## src/rtl/spi_link_pair_if.sv

```systemverilog
// Bundle of host-side request/response signals and the exported SPI pins for spi_link_pair.
// The slave modport is the link itself; the master modport is whatever host drives it.
interface spi_link_pair_if #(
  parameter int DATA_WIDTH = 8
);
  logic                  start;
  logic [DATA_WIDTH-1:0] mosi_data;
  logic [DATA_WIDTH-1:0] miso_data;
  logic                  done;
  logic [DATA_WIDTH-1:0] slave_tx_data;
  logic [DATA_WIDTH-1:0] slave_rx_data;
  logic                  slave_rx_valid;
  logic                  sclk;
  logic                  mosi;
  logic                  miso;
  logic                  cs_n;

  modport slave (
    input  start, mosi_data, slave_tx_data,
    output miso_data, done, slave_rx_data, slave_rx_valid, sclk, mosi, miso, cs_n
  );

  modport master (
    output start, mosi_data, slave_tx_data,
    input  miso_data, done, slave_rx_data, slave_rx_valid, sclk, mosi, miso, cs_n
  );
endinterface

```

## src/rtl/spi_link_pair.sv

```systemverilog
// SPI mode-0 master engine plus slave endpoint on one clock; full-duplex DATA_WIDTH-bit words, MSB first.
// The slave follows the master's registered sclk/cs_n, so it always reacts one clk after each SPI edge.
module spi_link_pair #(
  parameter int DATA_WIDTH = 8,
  parameter int CLK_DIV    = 4
) (
  input  logic           clk,
  input  logic           rst,
  spi_link_pair_if.slave bus
);
  localparam int BCW = $clog2(DATA_WIDTH + 1);
  localparam int DCW = $clog2(CLK_DIV + 1);

  typedef enum logic [1:0] {IDLE, SETUP, XFER, HOLD} state_t;

  state_t                state_q, state_d;
  logic [DCW-1:0]        div_q, div_d;
  logic [BCW-1:0]        bit_q, bit_d;
  logic                  sclk_q, sclk_d;
  logic                  mosi_q, mosi_d;
  logic                  cs_n_q, cs_n_d;
  logic                  done_q, done_d;
  logic [DATA_WIDTH-1:0] miso_data_q, miso_data_d;
  // Holds only the bits still to be sent; the MSB goes straight to mosi at start.
  logic [DATA_WIDTH-2:0] mtx_q, mtx_d;
  logic [DATA_WIDTH-1:0] mrx_q, mrx_d;
  logic                  tick;
  logic                  miso_w;

  logic                  cs_prev_q;
  logic                  sclk_prev_q;
  logic                  cs_fall;
  logic                  s_rise;
  logic                  s_fall;
  logic [DATA_WIDTH-1:0] stx_q;
  logic [DATA_WIDTH-2:0] srx_q;
  logic [BCW-1:0]        sbit_q;
  logic [DATA_WIDTH-1:0] srx_data_q;
  logic                  srx_vld_q;

  assign tick = (div_q == DCW'(CLK_DIV));

  always_comb begin
    state_d     = state_q;
    div_d       = tick ? DCW'(1) : div_q + DCW'(1);
    bit_d       = bit_q;
    sclk_d      = sclk_q;
    mosi_d      = mosi_q;
    cs_n_d      = cs_n_q;
    done_d      = 1'b0;
    miso_data_d = miso_data_q;
    mtx_d       = mtx_q;
    mrx_d       = mrx_q;
    case (state_q)
      IDLE: begin
        if (bus.start) begin
          mtx_d   = bus.mosi_data[DATA_WIDTH-2:0];
          mosi_d  = bus.mosi_data[DATA_WIDTH-1];
          cs_n_d  = 1'b0;
          bit_d   = '0;
          div_d   = DCW'(1);
          state_d = SETUP;
        end
      end
      SETUP: begin
        if (tick) begin
          sclk_d  = 1'b1;
          mrx_d   = {mrx_q[DATA_WIDTH-2:0], miso_w};
          state_d = XFER;
        end
      end
      XFER: begin
        if (tick) begin
          if (sclk_q) begin
            sclk_d = 1'b0;
            if (bit_q == BCW'(DATA_WIDTH - 1)) begin
              state_d = HOLD;
            end else begin
              bit_d  = bit_q + BCW'(1);
              mosi_d = mtx_q[DATA_WIDTH-2];
              mtx_d  = (DATA_WIDTH-1)'({mtx_q, 1'b0});
            end
          end else begin
            sclk_d = 1'b1;
            mrx_d  = {mrx_q[DATA_WIDTH-2:0], miso_w};
          end
        end
      end
      HOLD: begin
        if (tick) begin
          cs_n_d      = 1'b1;
          done_d      = 1'b1;
          miso_data_d = mrx_q;
          mosi_d      = 1'b0;
          state_d     = IDLE;
        end
      end
      default: state_d = IDLE;
    endcase
  end

  always_ff @(posedge clk or negedge rst) begin
    if (!rst) begin
      state_q     <= IDLE;
      div_q       <= DCW'(1);
      bit_q       <= '0;
      sclk_q      <= 1'b0;
      mosi_q      <= 1'b0;
      cs_n_q      <= 1'b1;
      done_q      <= 1'b0;
      miso_data_q <= '0;
    end else begin
      state_q     <= state_d;
      div_q       <= div_d;
      bit_q       <= bit_d;
      sclk_q      <= sclk_d;
      mosi_q      <= mosi_d;
      cs_n_q      <= cs_n_d;
      done_q      <= done_d;
      miso_data_q <= miso_data_d;
    end
  end

  always_ff @(posedge clk) begin
    mtx_q <= mtx_d;
    mrx_q <= mrx_d;
  end

  // Slave edge detection against the master's registered pins.
  assign cs_fall = cs_prev_q & ~cs_n_q;
  assign s_rise  = ~sclk_prev_q & sclk_q & ~cs_n_q;
  assign s_fall  = sclk_prev_q & ~sclk_q & ~cs_n_q;

  // miso shows the new bit during the detection cycle itself, so even CLK_DIV=1 samples a settled bit.
  always_comb begin
    miso_w = stx_q[DATA_WIDTH-1];
    if (cs_n_q)       miso_w = 1'b0;
    else if (cs_fall) miso_w = bus.slave_tx_data[DATA_WIDTH-1];
    else if (s_fall)  miso_w = stx_q[DATA_WIDTH-2];
  end

  always_ff @(posedge clk or negedge rst) begin
    if (!rst) begin
      cs_prev_q   <= 1'b1;
      sclk_prev_q <= 1'b0;
      sbit_q      <= '0;
      srx_data_q  <= '0;
      srx_vld_q   <= 1'b0;
    end else begin
      cs_prev_q   <= cs_n_q;
      sclk_prev_q <= sclk_q;
      srx_vld_q   <= 1'b0;
      if (cs_n_q) begin
        sbit_q <= '0;
      end else if (s_rise) begin
        if (sbit_q == BCW'(DATA_WIDTH - 1)) begin
          sbit_q     <= '0;
          srx_data_q <= {srx_q, mosi_q};
          srx_vld_q  <= 1'b1;
        end else begin
          sbit_q <= sbit_q + BCW'(1);
        end
      end
    end
  end

  always_ff @(posedge clk) begin
    if (cs_fall)     stx_q <= bus.slave_tx_data;
    else if (s_fall) stx_q <= {stx_q[DATA_WIDTH-2:0], 1'b0};
    if (s_rise)      srx_q <= (DATA_WIDTH-1)'({srx_q, mosi_q});
  end

  assign bus.miso_data      = miso_data_q;
  assign bus.done           = done_q;
  assign bus.slave_rx_data  = srx_data_q;
  assign bus.slave_rx_valid = srx_vld_q;
  assign bus.sclk           = sclk_q;
  assign bus.mosi           = mosi_q;
  assign bus.miso           = miso_w;
  assign bus.cs_n           = cs_n_q;
endmodule

```

## src/flat_wrapper.sv

```systemverilog
// flat-port wrapper written by rule: the top's interface ports become plain ports
module spi_link_pair_flat 
#(
  parameter int DATA_WIDTH = 8,
  parameter int CLK_DIV    = 4
)
  (clk, rst, bus_start, bus_mosi_data, bus_slave_tx_data, bus_miso_data, bus_done, bus_slave_rx_data, bus_slave_rx_valid, bus_sclk, bus_mosi, bus_miso, bus_cs_n);
  spi_link_pair_if #(.DATA_WIDTH(DATA_WIDTH)) bus_i ();
  input  logic clk;
  input  logic rst;
  input wire logic [$bits(bus_i.start)-1:0] bus_start;
  input wire logic [$bits(bus_i.mosi_data)-1:0] bus_mosi_data;
  input wire logic [$bits(bus_i.slave_tx_data)-1:0] bus_slave_tx_data;
  output wire logic [$bits(bus_i.miso_data)-1:0] bus_miso_data;
  output wire logic [$bits(bus_i.done)-1:0] bus_done;
  output wire logic [$bits(bus_i.slave_rx_data)-1:0] bus_slave_rx_data;
  output wire logic [$bits(bus_i.slave_rx_valid)-1:0] bus_slave_rx_valid;
  output wire logic [$bits(bus_i.sclk)-1:0] bus_sclk;
  output wire logic [$bits(bus_i.mosi)-1:0] bus_mosi;
  output wire logic [$bits(bus_i.miso)-1:0] bus_miso;
  output wire logic [$bits(bus_i.cs_n)-1:0] bus_cs_n;
  assign bus_i.start = bus_start;
  assign bus_i.mosi_data = bus_mosi_data;
  assign bus_i.slave_tx_data = bus_slave_tx_data;
  assign bus_miso_data = bus_i.miso_data;
  assign bus_done = bus_i.done;
  assign bus_slave_rx_data = bus_i.slave_rx_data;
  assign bus_slave_rx_valid = bus_i.slave_rx_valid;
  assign bus_sclk = bus_i.sclk;
  assign bus_mosi = bus_i.mosi;
  assign bus_miso = bus_i.miso;
  assign bus_cs_n = bus_i.cs_n;
  spi_link_pair #(.DATA_WIDTH(DATA_WIDTH), .CLK_DIV(CLK_DIV)) u_core (.clk(clk), .rst(rst), .bus(bus_i));
endmodule
```

## config.mk

```make
export PLATFORM = sky130hd
export DESIGN_NAME = spi_link_pair_flat
export DESIGN_NICKNAME = d
export VERILOG_FILES = /design/src/rtl/spi_link_pair_if.sv /design/src/rtl/spi_link_pair.sv /design/src/flat_wrapper.sv
export SDC_FILE = /design/constraint.sdc
export NUM_CORES = 1
export LEC_CHECK = 0
export ABC_CLOCK_PERIOD_IN_PS = 6400
export BUFFER_PORTS_ARGS = -buffer_cell sky130_fd_sc_hd__buf_2
export CAP_MARGIN = 20
export CORE_MARGIN = 2
export CORE_UTILIZATION = 55
export CTS_CLUSTER_DIAMETER = 100
export DETAILED_ROUTE_END_ITERATION = 16
export PLACE_DENSITY = 0.77
export SYNTH_ARGS = -nofsm -noshare
export SYNTH_HDL_FRONTEND = slang
export SYNTH_SLANG_ARGS = --single-unit
```

## constraint.sdc

```tcl
create_clock -name clk -period 6.4 [get_ports clk]
set_clock_uncertainty 0.15 [all_clocks]
set_input_delay 1.92 -clock clk [delete_from_list [all_inputs] [get_ports clk]]
set_output_delay 1.92 -clock clk [all_outputs]
set_load 0.03 [all_outputs]
```

[Yosys cells after proc, flatten, opt, wreduce, memory -nomap -nowiden]
Index checks and enable logic that the tools add are counted.
Cells by class
  $add $sub $neg: 3
  reduce and logical (&&, ||, !) cells: 15
  muxes and demuxes: 49
  equality and inequality tests: 14
  bitwise operators: 8
Operators by type and width (number)
  8-bit 2-to-1 mux: 5
  4-bit 2-to-1 mux: 7
  7-bit 2-to-1 mux: 4
  1-bit 2-to-1 mux: 17
  8-bit one-hot mux with 2 select lines: 1
  7-bit one-hot mux with 2 select lines: 1
  2-bit 2-to-1 mux: 6
  6-bit AND reduction: 2
  2-bit by 1-bit != test with 1-bit output (second input constant): 5
  2-bit nonzero test: 5
  3-bit 2-to-1 mux: 3
  3-bit AND reduction: 3
  4-bit by 1-bit adder with 4-bit output (second input constant): 2
  4-bit by 3-bit equality test with 1-bit output (second input constant): 2
  2-bit one-hot mux with 4 select lines: 1
  4-bit one-hot mux with 2 select lines: 1
  2-bit != test (second input constant): 3
  1-bit AND: 5
  5-bit AND reduction: 1
  2-bit equality test (second input constant): 2
  1-bit one-hot mux with 2 select lines: 2
  4-bit AND reduction: 1
  3-bit by 1-bit adder with 3-bit output (second input constant): 1
  3-bit equality test (second input constant): 1
  other kinds (6): 8
Word-level totals
  output and inout bits: 22
  input bits: 19
  register bits: 66
  logic and storage cells: 106

[Depth between registers and ports, before layout]
  depth in word-level cells: 9
  gate-level depth with buffers: 7
  depth with buffers taken out: 6

[Worst setup path after synthesis]
No wires, ideal clock.
  kind: input-to-output
  from: in bus_slave_tx_data[7]
  to: out bus_miso
  cell stages on the path: 2
  path buffers: 0
  required time: 4.330 ns
  setup slack: 1.864 ns
  arrival: 2.466 ns
  cells stage by stage: nand2_1 > a21oi_1
Between the ends
  longest elaborated chain between the ends: 2
Ends and longest elaborated chain
  start: declaration: line flat_wrapper.sv:13  | input wire logic [$bits(bus_i.slave_tx_data)-1:0] bus_slave_tx_data;
  1-bit 2-to-1 mux: line spi_link_pair.sv:138  | else if (cs_fall) miso_w = bus.slave_tx_data[DATA_WIDTH-1];
  1-bit 2-to-1 mux: line spi_link_pair.sv:137  | if (cs_n_q) miso_w = 1'b0;
  end: declaration: line flat_wrapper.sv:20  | output wire logic [$bits(bus_i.miso)-1:0] bus_miso;
No other way between the ends.

[Worst setup path in the final report]
Ends and elaborated chain as after synthesis.

==> run summary <==
status: complete, no violations
switching pwr: 0.5649 mW
ys flop type: dfrtp_1
distinct cell type count after synthesis: 37
vias in the first global route: 1568
vias: 1694
Int Power: 1.098 mW
Async SR Flop Fraction: 0.5455
final net count: 277
Max Cap Violations: 0
Worst EP required: 4330 ps
fin crit period: 4484 ps
top cells by area, synth: edfxtp_1 (32%), dfrtp_1 (29%), mux2_2 (9.2%)
Die Y: 75.74 um
clock tree root buffer cell: clkbuf_8
Pwr Density: 499.9 mW/mm2
cell taking the most area after synthesis: edfxtp_1
syn avg cell area: 14.08 um2
Final Hold Fails: 0
Syn-to-layout area delta: 17.51%
Critical Path Start Type: input pin
crit path buf inv count: 2
RSZ-0062 raised after global routing: no
slew margin rel.: 0.3781
GPL Wtd Cong: 0.7413
detailed-placement wirelength estimate: 2.876 mm
GRT overflow: 0
total wire length: 4.499 mm
post-synthesis sequential area ratio: 0.6379
H-tree depth: 3
sinks on the clock net: 66
Final Setup Violations: 0
Total GRT Usage: 0.1746
Critical Path AT: 2410 ps
crit path max-delay cell type: buf_2
clock slew at reported path FFs: 70 ps
final worst path period share: 0.7006
clock share of power: 0.244
CP top delay family: buffers and inverters
CTS max path bufs: 2
CTS tree: yes
share of layout cells above drive strength 1: 0.3597
number of top-level pins: 41
top cell type's share of synthesized area: 0.3183
most frequent cells after synthesis: dfrtp_1 (33), edfxtp_1 (30), mux2_2 (23)
ant diodes: 0
Reg power frac: 0.416
IO Port Bufs: 40
Most common cell on crit path: buf_2
Largest stage delay, worst path: 220 ps
total CTS buffers: 9
top-count cell post-synth: dfrtp_1
post-route setup TNS: 0 ps
critical path peak fanout: 2
non-filler cells, final: 323
Hold WC Path Type: flop to flop
ANT nets after route: 0
Die Area: 0.005736 mm2
Rows: 26
Cell Area, Placed: 0.003094 mm2
Net Sw Frac: 0.3398
Clk Latency, worst-skew pair: 330 ps
Ys Warns: 0
postcts setup bufs: 0
DRT Pass-1 Iters: 4
cell area after layout: 0.003326 mm2
Slew @ Worst Pin: 932.8 ps
CP Class: input pin to output pin
first-pass GRT wire length: 7.300 mm
crit-path cells: buf_2, nand2_1, a21oi_1, buf_2
Comb pwr share: 0.340
post-synthesis instance area: 0.002830 mm2
largest net degree at the start of global routing: 37
cts repair resizes: 0
Critical Path Sink Type: output pin
Tot Pwr: 1.663 mW
DR WL/cell: 13.93 um
DR iter-0 viols: 65
vias per inst: 5.245
Syn Nets: 230
Slew Viols, Final: 0
drt drc: 0
Die Width: 75.74 um
Pleak: 1.459 nW
Gate Count Post-Synth: 201
placed cells: 307
initial antenna violation count: 0
Max Clock Freq: 0.2230 GHz
worst IR drop on VDD: 272.1 uV
core area: 0.005042 mm2
Post-CTS Hold Fix Bufs: 0
Post-synth EDFFs: 30
Initial Util: 0.5613
FF+latch count, synth: 66
-- cell usage in the layout (no fill, tap or decap), types with 3 or more instances in the layout --
cell type	synthesis	routed
buf_2	1	40
dfrtp_1	33	33
edfxtp_1	30	30
mux2_2	23	23
nand2_1	15	15
a21oi_1	12	12
inv_1	11	11
nor2_1	10	10
ha_1	10	10
clkbuf_8	0	9
mux2_4	8	8
nand3_1	7	7
o21ai_0	5	5
and2_1	3	3
nand2b_1	3	3
mux2i_1	3	3
bufinv_16	0	3
dfstp_2	3	3
-- worst register-to-register path, delay by kind of cell (launching register included) --
family	cells	cell delay, ps
adders and majority gates	1	470
AOI/OAI and AO/OA	2	1060
DFF	1	370
buffers and inverters	1	110
-- metrics by stage --
stage                     utilization  worst slack (ps)  hold WS [ps]
after global placement         0.6136              1935         278.9
after detailed placement       0.6136              1922         287.2
final                          0.6596              1916         297.3
after global routing           0.6596              1837         319.7
after CTS                      0.6596              1919         304.2
after floorplan                     -              1864         272.2
-- registers in the layout, summed over array words and instances (netlist names), 2 cells and up --
register / flops
u_core.srx_q: 7
u_core.bus.miso_data: 8
u_core.stx_q: 8
u_core.mtx_q: 7
u_core.div_q: 3
u_core.bus.slave_rx_data: 8
u_core.state_q: 2
u_core.mrx_q: 8
u_core.bit_q: 4
u_core.sbit_q: 4
-- cell families (layout without fill, tap and decap cells) --
kind of cell / Yosys count / in the layout / share of synthesized area
AO/OA/AOI/OAI: 28 / 28 / 0.06587
XOR/XNOR: 1 / 1 / 0.003095
adder cells (fa/ha/maj): 10 / 10 / 0.04421
buffers and inverters: 15 / 67 / 0.02298
flip-flops: 66 / 66 / 0.6379
multiplexers: 35 / 35 / 0.1485
AND/OR/NAND/NOR: 46 / 46 / 0.07737
-- final timing paths --
path / from / depth (start not counted) / slack, ps / to
max in group asynchronous: rst / 1 / 4050 / u_core.state_q[1]
min in group asynchronous: rst / 1 / 1520 / u_core.bus.slave_rx_data[2]
worst max-delay path: bus_slave_tx_data[7] / 4 / 1920 / bus_miso
worst min-delay path: u_core.bus.cs_n / 0 / 300 / u_core.cs_prev_q
worst max register to register: u_core.state_q[0] / 4 / 3860 / u_core.mrx_q[5]
worst min register to register: u_core.bus.cs_n / 0 / 300 / u_core.cs_prev_q
-- cell type report --
class | count | area [um2]
clock buffer | 9 | 123.9
tap | 70 | 87.58
inverter | 11 | 41.29
timing repair buffer | 40 | 200.2
clock inverter | 7 | 107.6
fill | 387 | 1717
sequential | 66 | 1805
multi-input combinational | 120 | 959.7
-- metal layers --
metal,part of all wire,track usage
met1,0.46,0.2325
met2,0.49,0.2715
met3,0.037,0.03836
met4,0.017,0.08772
met5,0,0
-- power by group through the flow --
| stage | registers [mW] | logic, mW | clock network, mW |
|---|---|---|---|
| after floorplan | 0.773 | 0.350 | 0 |
| after CTS | 0.693 | 0.571 | 0.412 |
| after detailed placement | 0.700 | 0.564 | 0 |
| after global placement | 0.693 | 0.551 | 0 |
| after global routing | 0.710 | 0.627 | 0.431 |
| final | 0.692 | 0.565 | 0.405 |
Power figures use the tool's default switching activity.
